File: src/rtl/fetch_unit_pkg.sv
// Shared fetch/decode definitions: widths, fetch states and addressing modes.
// am_decode() maps an opcode to the mode so the decoder can reuse it.
package fetch_unit_pkg;

  localparam int REG_WIDTH  = 8;
  localparam int ADDR_WIDTH = 16;

  typedef enum logic [2:0] {
    VEC_LO, VEC_HI, OPC, OP_LO, OP_HI, PTR_LO, PTR_HI, READY
  } fetch_state_e;

  // Opcode column groups (opcode bits 1:0)
  localparam logic [1:0] AM3_GRP0 = 2'b00;
  localparam logic [1:0] AM3_GRP1 = 2'b01;
  localparam logic [1:0] AM3_GRP2 = 2'b10;
  localparam logic [1:0] AM3_GRP3 = 2'b11;

  typedef enum logic [3:0] {
    AM_IMP, AM_IMM, AM_ZP, AM_ZPX, AM_ZPY,
    AM_ABS, AM_ABSX, AM_ABSY, AM_INDX, AM_INDY
  } am_e;

  // Branches decode as AM_IMM: one operand byte, addr = that byte's address.
  function automatic am_e am_decode(input logic [7:0] opc);
    logic [2:0] aaa;
    logic [2:0] bbb;
    am_e        am;
    aaa = opc[7:5];
    bbb = opc[4:2];
    am  = AM_IMP;
    case (opc[1:0])
      AM3_GRP1: begin
        case (bbb)
          3'd0:    am = AM_INDX;
          3'd1:    am = AM_ZP;
          3'd2:    if (aaa != 3'd4) am = AM_IMM;
          3'd3:    am = AM_ABS;
          3'd4:    am = AM_INDY;
          3'd5:    am = AM_ZPX;
          3'd6:    am = AM_ABSY;
          default: am = AM_ABSX;
        endcase
      end
      AM3_GRP2: begin
        case (bbb)
          3'd0:    if (aaa == 3'd5) am = AM_IMM;
          3'd1:    am = AM_ZP;
          3'd3:    am = AM_ABS;
          3'd5:    am = (aaa == 3'd4 || aaa == 3'd5) ? AM_ZPY : AM_ZPX;
          3'd7:    if (aaa == 3'd5) am = AM_ABSY; else if (aaa != 3'd4) am = AM_ABSX;
          default: am = AM_IMP;
        endcase
      end
      AM3_GRP0: begin
        case (bbb)
          3'd0:    if (aaa == 3'd1) am = AM_ABS; else if (aaa >= 3'd5) am = AM_IMM;
          3'd1:    if (aaa == 3'd1 || aaa >= 3'd4) am = AM_ZP;
          3'd3:    if (aaa != 3'd0) am = AM_ABS;
          3'd4:    am = AM_IMM;
          3'd5:    if (aaa == 3'd4 || aaa == 3'd5) am = AM_ZPX;
          3'd7:    if (aaa == 3'd5) am = AM_ABSX;
          default: am = AM_IMP;
        endcase
      end
      default: am = AM_IMP;
    endcase
    return am;
  endfunction

endpackage

File: src/rtl/fetch_unit_addr_calc.sv
// Combinational effective-address and zero-page pointer address generation.
module addr_calc #(
  parameter int REG_WIDTH  = fetch_unit_pkg::REG_WIDTH,
  parameter int ADDR_WIDTH = fetch_unit_pkg::ADDR_WIDTH
) (
  input  fetch_unit_pkg::am_e    mode_i,
  input  logic [REG_WIDTH-1:0]   b_i,
  input  logic [REG_WIDTH-1:0]   lo_i,
  input  logic [REG_WIDTH-1:0]   hi_i,
  input  logic [REG_WIDTH-1:0]   x_i,
  input  logic [REG_WIDTH-1:0]   y_i,
  output logic [ADDR_WIDTH-1:0]  ea_o,
  output logic [ADDR_WIDTH-1:0]  ptr_lo_o,
  output logic [ADDR_WIDTH-1:0]  ptr_hi_o
);
  import fetch_unit_pkg::*;

  localparam int PAD = ADDR_WIDTH - REG_WIDTH;

  logic [REG_WIDTH-1:0]  zx_sum, zy_sum, ptr_base, ptr_next;
  logic [ADDR_WIDTH-1:0] wide;

  assign zx_sum   = b_i + x_i;
  assign zy_sum   = b_i + y_i;
  assign wide     = {hi_i, lo_i};
  // Pointer bytes stay in page 0, including the +1 for the high byte
  assign ptr_base = (mode_i == AM_INDX) ? zx_sum : b_i;
  assign ptr_next = ptr_base + REG_WIDTH'(1);
  assign ptr_lo_o = {{PAD{1'b0}}, ptr_base};
  assign ptr_hi_o = {{PAD{1'b0}}, ptr_next};

  always_comb begin
    ea_o = wide;
    case (mode_i)
      AM_ZP:            ea_o = {{PAD{1'b0}}, b_i};
      AM_ZPX:           ea_o = {{PAD{1'b0}}, zx_sum};
      AM_ZPY:           ea_o = {{PAD{1'b0}}, zy_sum};
      AM_ABSX:          ea_o = wide + ADDR_WIDTH'(x_i);
      AM_ABSY, AM_INDY: ea_o = wide + ADDR_WIDTH'(y_i);
      default:          ea_o = wide;
    endcase
  end

endmodule

File: src/rtl/fetch_unit.sv
// 6502 fetch stage: owns the PC, fetches opcode/operands/pointers and
// holds opcode, operand and effective address until the decoder is done.
module fetch_unit #(
  parameter int REG_WIDTH                      = fetch_unit_pkg::REG_WIDTH,
  parameter int ADDR_WIDTH                     = fetch_unit_pkg::ADDR_WIDTH,
  parameter logic [ADDR_WIDTH-1:0] RESET_VECTOR = 16'hFFFC
) (
  input  logic                  clk,
  input  logic                  reset,
  output logic [ADDR_WIDTH-1:0] mem_addr,
  output logic                  mem_rd,
  input  logic [REG_WIDTH-1:0]  mem_data,
  input  logic                  mem_valid,
  input  logic [REG_WIDTH-1:0]  x_in,
  input  logic [REG_WIDTH-1:0]  y_in,
  output logic [REG_WIDTH-1:0]  instruction,
  output logic [REG_WIDTH-1:0]  operand,
  output logic [ADDR_WIDTH-1:0] addr,
  output logic                  instruction_ready,
  input  logic                  instruction_done,
  input  logic                  pc_load,
  input  logic [ADDR_WIDTH-1:0] pc_in,
  output logic [ADDR_WIDTH-1:0] pc
);
  import fetch_unit_pkg::*;

  fetch_state_e          state_q, state_d;
  am_e                   mode_q, mode_d, opc_mode;
  logic                  waiting_q, waiting_d, boot_q;
  logic [ADDR_WIDTH-1:0] pc_q, pc_d, addr_q, addr_d;
  logic [REG_WIDTH-1:0]  instr_q, instr_d, operand_q, operand_d, lo_q, lo_d;
  logic [REG_WIDTH-1:0]  calc_b;
  logic [ADDR_WIDTH-1:0] ea, ptr_lo, ptr_hi, fetch_addr;

  // In OP_LO the operand byte is still on the bus, not yet latched
  assign calc_b   = (state_q == OP_LO) ? mem_data : operand_q;
  assign opc_mode = am_decode(mem_data);

  addr_calc #(.REG_WIDTH(REG_WIDTH), .ADDR_WIDTH(ADDR_WIDTH)) u_addr_calc (
    .mode_i   (mode_q),
    .b_i      (calc_b),
    .lo_i     (lo_q),
    .hi_i     (mem_data),
    .x_i      (x_in),
    .y_i      (y_in),
    .ea_o     (ea),
    .ptr_lo_o (ptr_lo),
    .ptr_hi_o (ptr_hi)
  );

  always_ff @(posedge clk) begin
    if (reset) begin
      state_q   <= VEC_LO;
      mode_q    <= AM_IMP;
      waiting_q <= 1'b0;
      boot_q    <= 1'b1;
      pc_q      <= '0;
      addr_q    <= '0;
      instr_q   <= '0;
      operand_q <= '0;
      lo_q      <= '0;
    end else begin
      state_q   <= state_d;
      mode_q    <= mode_d;
      waiting_q <= waiting_d;
      boot_q    <= 1'b0;
      pc_q      <= pc_d;
      addr_q    <= addr_d;
      instr_q   <= instr_d;
      operand_q <= operand_d;
      lo_q      <= lo_d;
    end
  end

  always_comb begin
    case (state_q)
      VEC_LO:  fetch_addr = RESET_VECTOR;
      VEC_HI:  fetch_addr = RESET_VECTOR + ADDR_WIDTH'(1);
      PTR_LO:  fetch_addr = ptr_lo;
      PTR_HI:  fetch_addr = ptr_hi;
      default: fetch_addr = pc_q;
    endcase
  end

  // boot_q holds off the first read for one cycle after reset so any late
  // mem_valid from an abandoned read lands while nothing is outstanding.
  always_comb begin
    state_d   = state_q;
    mode_d    = mode_q;
    waiting_d = waiting_q;
    pc_d      = pc_q;
    addr_d    = addr_q;
    instr_d   = instr_q;
    operand_d = operand_q;
    lo_d      = lo_q;
    mem_rd    = 1'b0;
    mem_addr  = '0;
    if (state_q != READY) begin
      if (!waiting_q && !boot_q) begin
        mem_rd    = 1'b1;
        mem_addr  = fetch_addr;
        waiting_d = 1'b1;
      end else if (waiting_q && mem_valid) begin
        waiting_d = 1'b0;
        case (state_q)
          VEC_LO: begin
            lo_d    = mem_data;
            state_d = VEC_HI;
          end
          VEC_HI: begin
            pc_d    = {mem_data, lo_q};
            state_d = OPC;
          end
          OPC: begin
            instr_d = mem_data;
            pc_d    = pc_q + ADDR_WIDTH'(1);
            mode_d  = opc_mode;
            state_d = (opc_mode == AM_IMP) ? READY : OP_LO;
          end
          OP_LO: begin
            operand_d = mem_data;
            lo_d      = mem_data;
            pc_d      = pc_q + ADDR_WIDTH'(1);
            case (mode_q)
              AM_IMM: begin
                addr_d  = pc_q;
                state_d = READY;
              end
              AM_ZP, AM_ZPX, AM_ZPY: begin
                addr_d  = ea;
                state_d = READY;
              end
              AM_INDX, AM_INDY: state_d = PTR_LO;
              default:          state_d = OP_HI;
            endcase
          end
          OP_HI: begin
            pc_d    = pc_q + ADDR_WIDTH'(1);
            addr_d  = ea;
            state_d = READY;
          end
          PTR_LO: begin
            lo_d    = mem_data;
            state_d = PTR_HI;
          end
          PTR_HI: begin
            addr_d  = ea;
            state_d = READY;
          end
          default: state_d = state_q;
        endcase
      end
    end else if (instruction_done) begin
      if (pc_load) pc_d = pc_in;
      state_d = OPC;
    end
  end

  assign instruction       = instr_q;
  assign operand           = operand_q;
  assign addr              = addr_q;
  assign pc                = pc_q;
  assign instruction_ready = (state_q == READY);

endmodule

File: config.mk
export PLATFORM = sky130hd
export DESIGN_NAME = fetch_unit
export DESIGN_NICKNAME = d
export VERILOG_FILES = /design/src/rtl/fetch_unit_pkg.sv /design/src/rtl/fetch_unit_addr_calc.sv /design/src/rtl/fetch_unit.sv
export SDC_FILE = /design/constraint.sdc
export NUM_CORES = 1
export LEC_CHECK = 0
export CAP_MARGIN = 15
export CORE_UTILIZATION = 40
export DETAILED_ROUTE_END_ITERATION = 10
export PLACE_DENSITY = 0.65
export SLEW_MARGIN = 20
export SYNTH_ARGS = -nofsm -noshare
export SYNTH_HDL_FRONTEND = slang
export SYNTH_SLANG_ARGS = --single-unit
File: constraint.sdc
create_clock -name clk -period 6.7 [get_ports clk]
set_input_delay 0.67 -clock clk [delete_from_list [all_inputs] [get_ports clk]]
set_output_delay 0.67 -clock clk [all_outputs]
set_load 0.02 [all_outputs]
======== Word-level counts from Yosys, hierarchy flattened ========
Index checks and enable logic that the tools add are counted.
storage, ports and cells
  logic and storage cells ................. 122
  bits in registers ....................... 65
  input port bits ......................... 45
cells by class
  reduce and logical (&&, ||, !) cells .... 29
  bitwise gates (word level) .............. 1
  equality and inequality tests ........... 34
  $lt $le $gt $ge ......................... 2
  add/sub/neg operators ................... 6
  multiplexer cells ....................... 41
operator list
  cell                     number
  $mux W16                 7
  $pmux W16 S2             3
  $pmux W16 S5             1
  $pmux W16 S4             1
  $mux W3                  11
  $add A16 B8 Y16          2
  $eq A3 B3 Y1 const B     10
  $pmux W4 S7              1
  $pmux W4 S6              1
  $pmux W4 S5              1
  $pmux W3 S6              1
  $add A16 B1 Y16 const B  1
  $add A8 B8 Y8            2
  $mux W8                  2
  $eq A3 B2 Y1 const B     4
  $eq A4 B3 Y1 const B     3
  $pmux W4 S3              1
  $reduce_and A4 Y1        3
  $reduce_and A5 Y1        2
  $eq A3 B1 Y1 const B     3
  $reduce_or A3 Y1         3
  $add A8 B1 Y8 const B    1
  $eq A4 B2 Y1 const B     2
  $eq A4 B4 Y1 const B     2
  26 further kinds         45

======== Logic depth before layout (Yosys ltp) ========
Gate-level depths: netlist of the first run.
  depth after elaboration ................. 11
  mapped depth ............................ 15

======== Cells and area by module ========
From an unflattened synthesis of the first run, not the netlist that was laid out.
second synthesis, totals
  cell total of the unflattened synthesis .. 826
  area total of the unflattened synthesis .. 6164.7 um^2
modules (own cells, without submodules)
  module      cells an instance  instances  area an instance (um^2)  sequential area each (um^2)
  fetch_unit  536                1          4077.7                   1301.2
  addr_calc   290                1          2087.0                   0.0

======== Worst setup path after synthesis of the first run ========
No wires, ideal clock.
  path kind ............................... in2out
  start point ............................. in mem_data[0]
  end point ............................... out mem_addr[7]
  setup slack ............................. 2.737 ns
  stages .................................. 13
  required time ........................... 6.030 ns
  arrival time ............................ 3.293 ns
  path through ............................ clkbuf_1 mux2i_1 inv_1 ha_1 inv_1 fa_1 nand2b_1 a2111o_1 o41ai_1 o31ai_1 nand4b_1 xor2_1 a211oi_2
on the way
  longest elaborated chain between the ends .. 7
RTL lines
  what             RTL line                    text
  start, declared  fetch_unit.sv:12            input logic [REG_WIDTH-1:0] mem_data,
  $mux W8 *        n/a
  via calc_b[0]    fetch_unit.sv:32            logic [REG_WIDTH-1:0] calc_b;
  $add A8 B8 Y8    fetch_unit_addr_calc.sv:23  assign zx_sum = b_i + x_i;
  $mux W8 *        fetch_unit_addr_calc.sv:27  assign ptr_base = (mode_i == AM_INDX) ? zx_sum : b_i;
  $add A8 B1 Y8    fetch_unit_addr_calc.sv:28  assign ptr_next = ptr_base + REG_WIDTH'(1);
  $pmux W16 S4 *   fetch_unit.sv:76            case (state_q)
  $mux W16 *       fetch_unit.sv:99            if (!waiting_q && !boot_q) begin
  $mux W16 *       fetch_unit.sv:98            if (state_q != READY) begin
  end, declared    fetch_unit.sv:10            output logic [ADDR_WIDTH-1:0] mem_addr,
Mark *: on every way through the listed nets, which the timed path passes. The rest lies on a longest branch.

======== Final worst setup path of the first run ========
  start point ............................. reg state_q[1]
  end point ............................... out mem_addr[6]
on the way
  longest elaborated chain between the ends .. 8
  elaborated cells between the ends (all ways) .. 13
  those cells by class .................... add/sub: 2; eq/ne: 5; mux: 5; reduce/logical: 1
RTL lines
  what                    RTL line                    text
  start, declared         fetch_unit.sv:27            fetch_state_e state_q, state_d;
  start signal, assigned  fetch_unit.sv:63            state_q <= state_d;
  $eq A3 B2 Y1 *          fetch_unit.sv:36            assign calc_b = (state_q == OP_LO) ? mem_data : operand_q;
  $mux W8 *               n/a
  via calc_b[4]           fetch_unit.sv:32
  $add A8 B8 Y8           fetch_unit_addr_calc.sv:23
  $mux W8 *               fetch_unit_addr_calc.sv:27
  $add A8 B1 Y8           fetch_unit_addr_calc.sv:28
  $pmux W16 S4 *          fetch_unit.sv:76
  $mux W16 *              fetch_unit.sv:99
  $mux W16 *              fetch_unit.sv:98
Marks and branches as above.

==> results_tabular.tex, run 1 <==
\begin{tabular}{lr}
\hline
Metric & Value \\
\hline
\multicolumn{2}{l}{\textbf{Timing}} \\
\quad Post-Route Setup TNS & 0 ps \\
\quad Final period utilization & 85.2\% \\
\quad Endpoints failing setup & 0 \\
\quad Final clock skew & 7.13 ps \\
\quad Final-report max-slew violation count & 0 \\
\quad Crit path time final & 5710 ps \\
\quad Maximum clock frequency & 175 MHz \\
\quad RSZ-0062 raised after global routing & false \\
\quad Least-Margin Pin Slew & 1150 ps \\
\quad Tightest slew margin relative to the limit & 22.3\% \\
\quad Count of final hold-check violations & 0 \\
\multicolumn{2}{l}{\textbf{Critical path}} \\
\quad Critical Setup Path Class & reg2out \\
\quad Sort of element at the start of the critical path & flip-flop \\
\quad Max stage delay cell, worst path & dfxtp\_1 \\
\quad Cells along the critical path & nand3b\_1 > mux2i\_1 > inv\_1 > ha\_1 > o21ai\_0 > a31oi\_1 > mux2i\_1 > nor2\_1 > nand4\_2 > xnor2\_1 > a221oi\_2 > clkdlybuf4s50\_1 \\
\quad Data arrival at the endpoint of the critical path & 5040 ps \\
\quad Most frequent CP cell & mux2i\_1 \\
\quad Required @ worst endpoint & 6030 ps \\
\quad Number of buffers and inverters on the critical path & 2 \\
\quad FF-to-FF setup slack & 2290 ps \\
\quad Maximum cell stage delay along the critical path & 760 ps \\
\quad Crit Path Max Fanout & 20 \\
\quad Category of cells accounting for the largest share of critical-path delay & simple AND/OR/NAND/NOR gates \\
\quad CP Capture Type & primary output \\
\multicolumn{2}{l}{\textbf{Synthesis}} \\
\quad Unique masters post-synth & 79 \\
\quad Share of synthesized registers carrying an async set or reset & 0\% \\
\quad Synthesis-stage register bit count & 65 \\
\quad Top area cells in the synthesized netlist & dfxtp\_1 22\%, nor2\_1 7.1\%, ha\_1 5.4\%, a21oi\_1 5.0\%, a211oi\_1 4.9\% \\
\quad Commonest cells in the synthesized netlist & 109 x nor2\_1, 65 x dfxtp\_1, 58 x a21oi\_1 \\
\quad Library cell occupying the most area in the post-synthesis netlist & dfxtp\_1 \\
\quad EDFF count, synth & 0 \\
\quad Most instantiated flip-flop cell in the synthesis netlist & dfxtp\_1 \\
\quad Top-count cell post-synth & nor2\_1 \\
\quad Cell area after technology mapping & 5780 µm² \\
\quad Share of Yosys cell area claimed by the top area cell type & 22.5\% \\
\quad Syn Nets & 857 \\
\quad Share of the yosys chip area belonging to registers & 22.5\% \\
\quad Number of warnings printed during yosys synthesis & 0 \\
\quad Number of standard cells after synthesis & 784 \\
\quad Mapped Avg Cell Area & 7.38 µm² \\
\multicolumn{2}{l}{\textbf{Placed design}} \\
\quad Half-perimeter wire length after detailed placement & 16.2 mm \\
\quad Placed cell count & 1,022 \\
\quad Routability congestion estimate from global placement & 0.954 \\
\quad Number of buffers added on ports & 110 \\
\multicolumn{2}{l}{\textbf{Pwr}} \\
\quad Clock group share of total power & 48.5\% \\
\quad Static leakage & 2.68 nW \\
\quad Part of the total power dissipated in sequential elements & 32.6\% \\
\quad P\_sw & 0.000342 W \\
\quad Share of power burned in combinational logic & 18.9\% \\
\quad Cell Pwr Density & 171 nW/µm² \\
\quad Worst vdd ir & 0.143 mV \\
\quad Net switching share of the total power & 27.3\% \\
\quad Internal Power & 0.000911 W \\
\multicolumn{2}{l}{\textbf{CTS}} \\
\quad Num CTS Buffers & 9 \\
\quad TritonCTS sink count & 65 \\
\quad Buffer cell driving the clock tree root & clkbuf\_16 \\
\quad CTS H-tree lvls & 3 \\
\quad Clock latency on the worst-skew pair & 340 ps \\
\quad Post-CTS resize count & 0 \\
\quad Quantity of hold-fixing buffers added after cts & 0 \\
\quad CTS tree & built \\
\quad CTS clock-pin slew for the worst setup and hold paths & 60 ps \\
\quad Post-CTS Setup Repair Bufs & 0 \\
\quad Maximum root-to-sink buffer count & 2 \\
\multicolumn{2}{l}{\textbf{Finish}} \\
\quad Filler instances & 1,361 \\
\quad Register area & 1300 µm² \\
\quad Layout overhead on the synthesized area & 26.8\% \\
\quad Layout cell share with drive strength beyond 1 & 6.40\% \\
\quad Multi-input gate area & 4140 µm² \\
\quad \# diodes & 0 \\
\quad Post-route insts no fill & 1,039 \\
\quad \# nets final & 927 \\
\multicolumn{2}{l}{\textbf{Floorplan}} \\
\quad Overall die width & 122 µm \\
\quad Starting density of the core & 41.4\% \\
\quad Standard-cell row count & 43 \\
\quad Number of I/O pins & 111 \\
\quad Overall die area & 14,900 µm² \\
\quad Die Height & 122 µm \\
\quad Core region area & 14,000 µm² \\
\multicolumn{2}{l}{\textbf{Routing}} \\
\quad Number of search-and-repair iterations in the first detailed-routing pass & 5 \\
\quad DRC Markers & 0 \\
\quad Detailed-route via count & 6,554 \\
\quad Remaining antenna violation count & 0 \\
\quad Starting DRC count in detailed routing & 750 \\
\quad Wire length after detailed routing & 21.8 mm \\
\quad Drt via density & 6.31 \\
\quad Detailed-route wire length per cell & 21.0 µm \\
\multicolumn{2}{l}{\textbf{Global routing}} \\
\quad Number of global-route vias before repair & 6,058 \\
\quad First-pass GRT wire length & 33.7 mm \\
\quad Total congestion overflow & 0 \\
\quad Pin count of the biggest net entering global routing & 65 \\
\quad Initial antenna violation count & 0 \\
\quad Global routing usage summed across all routing layers & 29.5\% \\
\multicolumn{2}{l}{\textbf{Hold path}} \\
\quad Hold WC Path Type & reg2reg \\
\multicolumn{2}{l}{\textbf{Flow run}} \\
\quad Max capacitance violation total & 0 \\
\multicolumn{2}{l}{\textbf{Outcome}} \\
\quad Status & completed \\
\hline
\end{tabular}
-- worst register-to-register path: stages, from the launching register on --
cell       delay (ps)
dfxtp_1           760
nand3b_1          590
mux2i_1           720
inv_1             150
ha_1              320
a211oi_1          310
o21bai_1          180
a2111oi_0         510
nor3_1            160
xnor2_1           180
nand2_1           130
a221oi_1          320
-- cell families (layout without fill, tap and decap cells) --
kind of cell	count (synthesis)	in the layout	share of synthesized area (%)
buf+inv	93	168	6.47
compound gates	261	261	31.1
simple gates	264	264	21.4
flops	65	65	22.5
fa+ha+maj	28	28	6.45
mux	37	37	6.64
xor+xnor	36	36	5.45
-- cell type report --
cell class / instances / share of cell area [%]
Sequential cell: 65 / 17.7
Tap cell: 180 / 3.07
Clock buffer: 10 / 3.26
Inverter: 32 / 1.64
Timing Repair Buffer: 120 / 16.0
Clock inverter: 6 / 1.88
Multi-Input combinational cell: 626 / 56.4
-- registers in the layout, indices dropped and copies added, names as in the netlist --
name,flops
addr,16
pc,16
instruction,8
lo_q,8
operand,8
mode_q,4
state_q,3
boot_q,1
waiting_q,1
-- placed cells by master, fill, tap and decap left out, types with 19 or more instances in the layout --
cell type / count
ha_1: 25
dfxtp_1: 65
a211oi_1: 38
inv_1: 30
nand3_1: 19
o21ai_0: 38
nor3_1: 21
mux2i_1: 26
nand2_1: 52
nor2_1: 109
a21oi_1: 58
clkdlybuf4s50_1: 109
-- layer usage --
metal	GRT usage [%]	vias up	wire length, µm
li1	-	3028	-
met1	39.6	3157	9360
met2	47.0	327	10000
met3	5.11	42	1770
met4	11.1	0	625
met5	0	-	0
-- per-stage QoR --
step	total power (W)	util, %	worst slack [ps]	hold slack [ps]	instance area (µm²)
after floorplan	0.000554	-	2740	494	5780
after global placement	0.000643	49.6	1380	444	6940
after detailed placement	0.000648	49.6	1350	456	6940
after CTS	0.00125	52.3	1090	464	7320
after global routing	0.00129	52.4	617	485	7330
final	0.00125	52.4	988	460	7330
-- power by group through the flow --
stage	Clock (W)	Sequential [W]	Combinational [W]
final	0.000608	0.000408	0.000237
after global routing	0.000630	0.000409	0.000256
after CTS	0.000613	0.000408	0.000233
after detailed placement	0	0.000416	0.000231
after global placement	0	0.000416	0.000228
after floorplan	0	0.000413	0.000141
-- worst paths after layout --
kind                           start                    to  cells past startpoint
max          state_q[1]$_SDFFE_PP0P_           mem_addr[6]                     12
min             addr[2]$_SDFFE_PP0P_  addr[2]$_SDFFE_PP0P_                      2
max reg2reg  state_q[1]$_SDFFE_PP0P_  addr[7]$_SDFFE_PP0P_                     11
min reg2reg     addr[2]$_SDFFE_PP0P_  addr[2]$_SDFFE_PP0P_                      2
No activity file was read; power rests on OpenSTA's default activity.
==> inputs of run 2 (changes only) <==
--- a/config.mk
+++ b/config.mk
@@ -9,6 +9,7 @@
 export CORE_UTILIZATION = 40
 export DETAILED_ROUTE_END_ITERATION = 10
 export PLACE_DENSITY = 0.65
+export SKIP_CTS_REPAIR_TIMING = 1
 export SLEW_MARGIN = 20
 export SYNTH_ARGS = -nofsm -noshare
 export SYNTH_HDL_FRONTEND = slang
==> constraint.sdc (replaced) <==
create_clock -name clk -period 6.69 [get_ports clk]
set_input_delay 0.669 -clock clk [delete_from_list [all_inputs] [get_ports clk]]
set_output_delay 0.669 -clock clk [all_outputs]
set_load 0.02 [all_outputs]
==> results_tabular.tex, run 2 (synthesized netlist as in run 1, its figures left out) <==
\begin{tabular}{lr}
\hline
Metric & Value \\
\hline
\multicolumn{2}{l}{\textbf{Outcome}} \\
\quad Status & completed (unchanged) \\
\multicolumn{2}{l}{\textbf{Finish}} \\
\quad Layout cell share with drive strength beyond 1 & 6.51\% (was 6.40\%) \\
\quad Register area & 1300 µm² (unchanged) \\
\quad Top library cells by usage in the layout, fill and taps aside & 109 x nor2\_1, 109 x clkdlybuf4s50\_1, 65 x dfxtp\_1, 58 x a21oi\_1, 52 x nand2\_1 (unchanged) \\
\quad \# nets final & 928 (was 927) \\
\quad Multi-input gate area & 4140 µm² (about the same) \\
\quad Filler instances & 1,380 (was 1,361) \\
\quad Layout overhead on the synthesized area & 26.1\% (was 26.8\%) \\
\quad \# diodes & 0 (unchanged) \\
\multicolumn{2}{l}{\textbf{Critical path}} \\
\quad Sort of element at the start of the critical path & flip-flop (unchanged) \\
\quad FF-to-FF setup slack & 2020 ps (was 2290 ps) \\
\quad Required @ worst endpoint & 6020 ps (was 6030 ps) \\
\quad R2R depth & 11 (unchanged) \\
\quad Number of stages on the worst setup path & 12 (unchanged) \\
\quad Maximum cell stage delay along the critical path & 740 ps (was 760 ps) \\
\quad Critical Setup Path Class & reg2out (unchanged) \\
\quad Cells along the critical path & nand3b\_1 > mux2i\_1 > inv\_1 > ha\_1 > nand3\_1 > a31oi\_1 > mux2i\_1 > nor2\_1 > nand4\_2 > xnor2\_1 > a221oi\_2 > clkdlybuf4s50\_1 (was nand3b\_1 > mux2i\_1 > inv\_1 > ha\_1 > o21ai\_0 > a31oi\_1 > mux2i\_1 > nor2\_1 > nand4\_2 > xnor2\_1 > a221oi\_2 > clkdlybuf4s50\_1) \\
\quad CP Capture Type & primary output (unchanged) \\
\quad Category of cells accounting for the largest share of critical-path delay & simple AND/OR/NAND/NOR gates (unchanged) \\
\quad Crit Path Max Fanout & 20 (unchanged) \\
\quad Number of buffers and inverters on the critical path & 2 (unchanged) \\
\quad Max stage delay cell, worst path & dfxtp\_1 (unchanged) \\
\quad Data arrival at the endpoint of the critical path & 5070 ps (was 5040 ps) \\
\quad Most frequent CP cell & mux2i\_1 (unchanged) \\
\multicolumn{2}{l}{\textbf{Floorplan}} \\
\quad Overall die width & 122 µm (unchanged) \\
\quad Die Height & 122 µm (unchanged) \\
\quad Core region area & 14,000 µm² (unchanged) \\
\quad Starting density of the core & 41.4\% (unchanged) \\
\quad Number of I/O pins & 111 (unchanged) \\
\quad Standard-cell row count & 43 (unchanged) \\
\quad Overall die area & 14,900 µm² (unchanged) \\
\multicolumn{2}{l}{\textbf{CTS}} \\
\quad TritonCTS sink count & 65 (unchanged) \\
\quad CTS H-tree lvls & 3 (unchanged) \\
\quad Num CTS Buffers & 9 (unchanged) \\
\quad Buffer cell driving the clock tree root & clkbuf\_16 (unchanged) \\
\quad Maximum root-to-sink buffer count & 2 (unchanged) \\
\quad Clock latency on the worst-skew pair & 350 ps (was 340 ps) \\
\quad CTS clock-pin slew for the worst setup and hold paths & 60 ps (about the same) \\
\quad CTS tree & built (unchanged) \\
\multicolumn{2}{l}{\textbf{Routing}} \\
\quad Drt via density & 6.26 (was 6.31) \\
\quad Starting DRC count in detailed routing & 774 (was 750) \\
\quad Detailed-route via count & 6,515 (was 6,554) \\
\quad Remaining antenna violation count & 0 (unchanged) \\
\quad Number of search-and-repair iterations in the first detailed-routing pass & 5 (unchanged) \\
\quad Detailed-route wire length per cell & 21.0 µm (about the same) \\
\quad Wire length after detailed routing & 21.9 mm (was 21.8 mm) \\
\quad DRC Markers & 0 (unchanged) \\
\multicolumn{2}{l}{\textbf{Timing}} \\
\quad Post-Route Setup TNS & 0 ps (unchanged) \\
\quad Endpoints failing setup & 0 (unchanged) \\
\quad Tightest slew margin relative to the limit & 25.6\% (was 22.3\%) \\
\quad Count of final hold-check violations & 0 (unchanged) \\
\quad Final period utilization & 85.7\% \\
\quad Crit path time final & 5740 ps \\
\quad Final-report max-slew violation count & 0 (unchanged) \\
\quad Post-route setup slack & 954 ps (was 988 ps) \\
\quad Final clock skew & 7.20 ps (was 7.13 ps) \\
\quad Least-Margin Pin Slew & 1110 ps (was 1150 ps) \\
\quad Maximum clock frequency & 174 MHz \\
\quad RSZ-0062 raised after global routing & false (unchanged) \\
\multicolumn{2}{l}{\textbf{Placed design}} \\
\quad Routability congestion estimate from global placement & 0.962 (was 0.954) \\
\quad Half-perimeter wire length after detailed placement & 16.1 mm (was 16.2 mm) \\
\quad Worst Setup Slack post-DPL & 1350 ps (about the same) \\
\quad Number of buffers added on ports & 110 (unchanged) \\
\multicolumn{2}{l}{\textbf{Hold path}} \\
\quad Hold WC Path Type & reg2reg (unchanged) \\
\quad Cell depth of the worst hold path & 2 (unchanged) \\
\multicolumn{2}{l}{\textbf{Global routing}} \\
\quad First-pass GRT wire length & 33.7 mm (unchanged) \\
\quad Initial antenna violation count & 0 (unchanged) \\
\quad Number of global-route vias before repair & 6,136 (was 6,058) \\
\quad Global routing usage summed across all routing layers & 29.6\% (was 29.5\%) \\
\quad Total congestion overflow & 0 (unchanged) \\
\quad Pin count of the biggest net entering global routing & 65 (unchanged) \\
\multicolumn{2}{l}{\textbf{Pwr}} \\
\quad Static leakage & 2.65 nW (was 2.68 nW) \\
\quad Worst vdd ir & 0.134 mV (was 0.143 mV) \\
\quad Cell Pwr Density & 160 nW/µm² (was 171 nW/µm²) \\
\multicolumn{2}{l}{\textbf{Flow run}} \\
\quad Max capacitance violation total & 0 (unchanged) \\
\hline
\end{tabular}
## run 2: layer usage
layer	track usage, %	part of all wire, %	up-vias
met5	0	0	-
met4	13.8	4.2	0
met3	6.74	8.1	67
met2	46.3	45	333
met1	38.3	43	3065
li1	-	-	3050
## run 2: metrics by stage
step	cell area (µm²)	std cells	util (%)	total power (W)	hold slack [ps]
finish	7290	1040	52.1	0.00117	454
global route	7290	1040	52.1	0.00121	489
CTS	7270	1039	52.0	0.00116	459
detailed placement	6950	1023	49.7	0.000649	452
global placement	6950	1023	49.7	0.000645	444
floorplan	5780	784	-	0.000554	494
## run 2: layout make-up
type                       count  area share [%]
inverter                      32            1.65
sequential                    65            17.8
timing repair buffer         121            16.2
tap                          180            3.09
multi-input combinational    626            56.8
clock inverter                 6            1.27
clock buffer                  10            3.14
## run 2: tightest hold or removal path, cell delays in order, from the launching register on
cell	delay [ps]
dfxtp_1	310
nand2_1	50
a21oi_1	50
## run 2: where the power goes
group | internal (W) | switching, W | total, W
Combinational | 0.000104 | 0.000133 | 0.000238
Sequential | 0.000395 | 0.0000144 | 0.000409
Clock | 0.000328 | 0.000193 | 0.000521
Total | 0.000826 | 0.000341 | 0.00117
## run 2: final timing paths
check	from	to
setup / recovery	state_q[1]$_SDFFE_PP0P_	mem_addr[6]
hold / removal	addr[2]$_SDFFE_PP0P_	addr[2]$_SDFFE_PP0P_
setup reg to reg	state_q[1]$_SDFFE_PP0P_	addr[7]$_SDFFE_PP0P_
hold reg to reg	addr[2]$_SDFFE_PP0P_	addr[2]$_SDFFE_PP0P_
==> inputs of run 3 (changes only) <==
--- a/config.mk
+++ b/config.mk
@@ -7,6 +7,7 @@
 export LEC_CHECK = 0
 export CAP_MARGIN = 15
 export CORE_UTILIZATION = 40
+export CTS_BUF_LIST = sky130_fd_sc_hd__clkbuf_4 sky130_fd_sc_hd__clkbuf_8 sky130_fd_sc_hd__clkbuf_16
 export DETAILED_ROUTE_END_ITERATION = 10
 export PLACE_DENSITY = 0.65
 export SKIP_CTS_REPAIR_TIMING = 1
==> results_tabular.tex, run 3 (synthesized netlist as in run 1, its figures left out) <==
\begin{tabular}{lr}
\hline
Metric & Value \\
\hline
\multicolumn{2}{l}{\textbf{Outcome}} \\
\quad Status & completed (unchanged) \\
\multicolumn{2}{l}{\textbf{CTS}} \\
\quad Clock latency on the worst-skew pair & 350 ps (about the same) \\
\quad Maximum root-to-sink buffer count & 2 (unchanged) \\
\quad TritonCTS sink count & 65 (unchanged) \\
\quad CTS clock-pin slew for the worst setup and hold paths & 60 ps (about the same) \\
\quad CTS H-tree lvls & 3 (unchanged) \\
\quad CTS tree & built (unchanged) \\
\quad Buffer cell driving the clock tree root & clkbuf\_16 (unchanged) \\
\quad Num CTS Buffers & 9 (unchanged) \\
\multicolumn{2}{l}{\textbf{Timing}} \\
\quad Endpoints failing setup & 0 (unchanged) \\
\quad Least-Margin Pin Slew & 1100 ps (was 1110 ps) \\
\quad Tightest slew margin relative to the limit & 25.6\% (about the same) \\
\quad Final clock skew & 6.36 ps (was 7.20 ps) \\
\quad Final period utilization & 85.1\% (was 85.7\%) \\
\quad Maximum clock frequency & 176 MHz (was 174 MHz) \\
\quad RSZ-0062 raised after global routing & false (unchanged) \\
\quad Post-Route Setup TNS & 0 ps (unchanged) \\
\quad Count of final hold-check violations & 0 (unchanged) \\
\quad Final-report max-slew violation count & 0 (unchanged) \\
\quad Crit path time final & 5700 ps (was 5740 ps) \\
\multicolumn{2}{l}{\textbf{Routing}} \\
\quad Wire length after detailed routing & 21.8 mm (was 21.9 mm) \\
\quad Detailed-route wire length per cell & 20.9 µm (was 21.0 µm) \\
\quad Remaining antenna violation count & 0 (unchanged) \\
\quad Detailed-route via count & 6,522 (was 6,515) \\
\quad DRC Markers & 0 (unchanged) \\
\quad Drt via density & 6.27 (was 6.26) \\
\quad Starting DRC count in detailed routing & 799 (was 774) \\
\quad Number of search-and-repair iterations in the first detailed-routing pass & 7 (was 5) \\
\multicolumn{2}{l}{\textbf{Global routing}} \\
\quad Total congestion overflow & 0 (unchanged) \\
\quad Number of global-route vias before repair & 6,129 (was 6,136) \\
\quad Global routing usage summed across all routing layers & 29.6\% (about the same) \\
\quad First-pass GRT wire length & 33.7 mm (about the same) \\
\quad Initial antenna violation count & 0 (unchanged) \\
\quad Pin count of the biggest net entering global routing & 65 (unchanged) \\
\multicolumn{2}{l}{\textbf{Pwr}} \\
\quad Share of power burned in combinational logic & 20.3\% (was 20.4\%) \\
\quad Internal Power & 0.000830 W (was 0.000826 W) \\
\quad Clock group share of total power & 44.8\% (was 44.6\%) \\
\quad Net switching share of the total power & 29.0\% (was 29.2\%) \\
\quad Part of the total power dissipated in sequential elements & 34.9\% (was 35.0\%) \\
\quad Cell Pwr Density & 160 nW/µm² (about the same) \\
\quad Static leakage & 2.65 nW (about the same) \\
\quad P\_sw & 0.000339 W (was 0.000341 W) \\
\quad Worst vdd ir & 0.134 mV (about the same) \\
\multicolumn{2}{l}{\textbf{Critical path}} \\
\quad CP Capture Type & primary output (unchanged) \\
\quad Required @ worst endpoint & 6020 ps (about the same) \\
\quad Critical Setup Path Class & reg2out (unchanged) \\
\quad Data arrival at the endpoint of the critical path & 5030 ps (was 5070 ps) \\
\quad Sort of element at the start of the critical path & flip-flop (unchanged) \\
\quad Crit Path Max Fanout & 20 (unchanged) \\
\multicolumn{2}{l}{\textbf{Finish}} \\
\quad Finished Cell Area & 7300 µm² (was 7290 µm²) \\
\quad \# diodes & 0 (unchanged) \\
\quad \# nets final & 928 (unchanged) \\
\quad Top library cells by usage in the layout, fill and taps aside & 109 x nor2\_1, 109 x clkdlybuf4s50\_1, 65 x dfxtp\_1, 58 x a21oi\_1, 52 x nand2\_1 (unchanged) \\
\quad Layout cell share with drive strength beyond 1 & 6.63\% (was 6.51\%) \\
\quad Layout overhead on the synthesized area & 26.2\% (was 26.1\%) \\
\multicolumn{2}{l}{\textbf{Placed design}} \\
\quad Half-perimeter wire length after detailed placement & 16.1 mm (unchanged) \\
\quad Routability congestion estimate from global placement & 0.962 (unchanged) \\
\quad Number of buffers added on ports & 110 (unchanged) \\
\quad Cell area after placement & 6950 µm² (unchanged) \\
\multicolumn{2}{l}{\textbf{Flow run}} \\
\quad Max capacitance violation total & 0 (unchanged) \\
\multicolumn{2}{l}{\textbf{Floorplan}} \\
\quad Die Height & 122 µm (unchanged) \\
\quad Standard-cell row count & 43 (unchanged) \\
\quad Number of I/O pins & 111 (unchanged) \\
\quad Overall die area & 14,900 µm² (unchanged) \\
\quad Starting density of the core & 41.4\% (unchanged) \\
\quad Core region area & 14,000 µm² (unchanged) \\
\quad Overall die width & 122 µm (unchanged) \\
\multicolumn{2}{l}{\textbf{Hold path}} \\
\quad Hold WC Path Type & reg2reg (unchanged) \\
\hline
\end{tabular}
-- run 3: cell counts in the layout (fill, tap and decap cells not counted) --
Identical to the previous run, type by type.
-- run 3: power by group through the flow --
| stage | Sequential [W] | Combinational (W) | Clock [W] |
|---|---|---|---|
| final | 0.000409 | 0.000237 | 0.000524 |
| after global routing | 0.000409 | 0.000257 | 0.000545 |
| after CTS | 0.000408 | 0.000234 | 0.000527 |
| after detailed placement | 0.000417 | 0.000232 | 0 |
| after global placement | 0.000416 | 0.000228 | 0 |
| after floorplan | 0.000414 | 0.000141 | 0 |
-- run 3: stage by stage --
stage / hold WS, ps / utilization (%) / cells / worst slack, ps / total power (W)
final: 454 / 52.2 / 1040 / 995 / 0.00117
after global routing: 489 / 52.2 / 1040 / 636 / 0.00121
after CTS: 459 / 52.0 / 1039 / 1070 / 0.00117
after detailed placement: 452 / 49.7 / 1023 / 1350 / 0.000649
after global placement: 444 / 49.7 / 1023 / 1480 / 0.000645
after floorplan: 494 / - / 784 / 2730 / 0.000554
-- run 3: path summary, 6_finish.rpt --
path | from | to | slack [ps] | cells past startpoint
worst min register to register | addr[2]$_SDFFE_PP0P_ | addr[2]$_SDFFE_PP0P_ | 450 | 2
worst min-delay path | addr[2]$_SDFFE_PP0P_ | addr[2]$_SDFFE_PP0P_ | 450 | 2
worst max register to register | state_q[1]$_SDFFE_PP0P_ | addr[7]$_SDFFE_PP0P_ | 2100 | 11
worst max-delay path | state_q[1]$_SDFFE_PP0P_ | mem_addr[6] | 990 | 12
-- run 3: worst max-delay path, cell delays in order, from the launching register on --
cell and delay [ps]:
dfxtp_1 740, nand3b_1 600, mux2i_1 720, inv_1 150, ha_1 320, nand3_1 100
a31oi_1 400, mux2i_1 140, nor2_1 310, nand4_2 150, xnor2_1 150, a221oi_2 260
clkdlybuf4s50_1 640
-- run 3: cell type report --
cell class,instances,area [µm²]
repair buffers,121,1180
well taps,180,225
multi-input cells,626,4140
clock buffers,10,233
flip-flops and latches,65,1300
fillers,1382,6690
inverters,32,120
clock inverters,6,92.6
-- run 3: layer usage --
layer / vias to the layer above / routed length [µm] / global-route usage, %
met1: 3050 / 9210 / 38.4
met2: 350 / 9770 / 46.3
li1: 3061 / - / -
met3: 61 / 1850 / 6.74
met4: 0 / 911 / 13.8
met5: - / 0 / 0
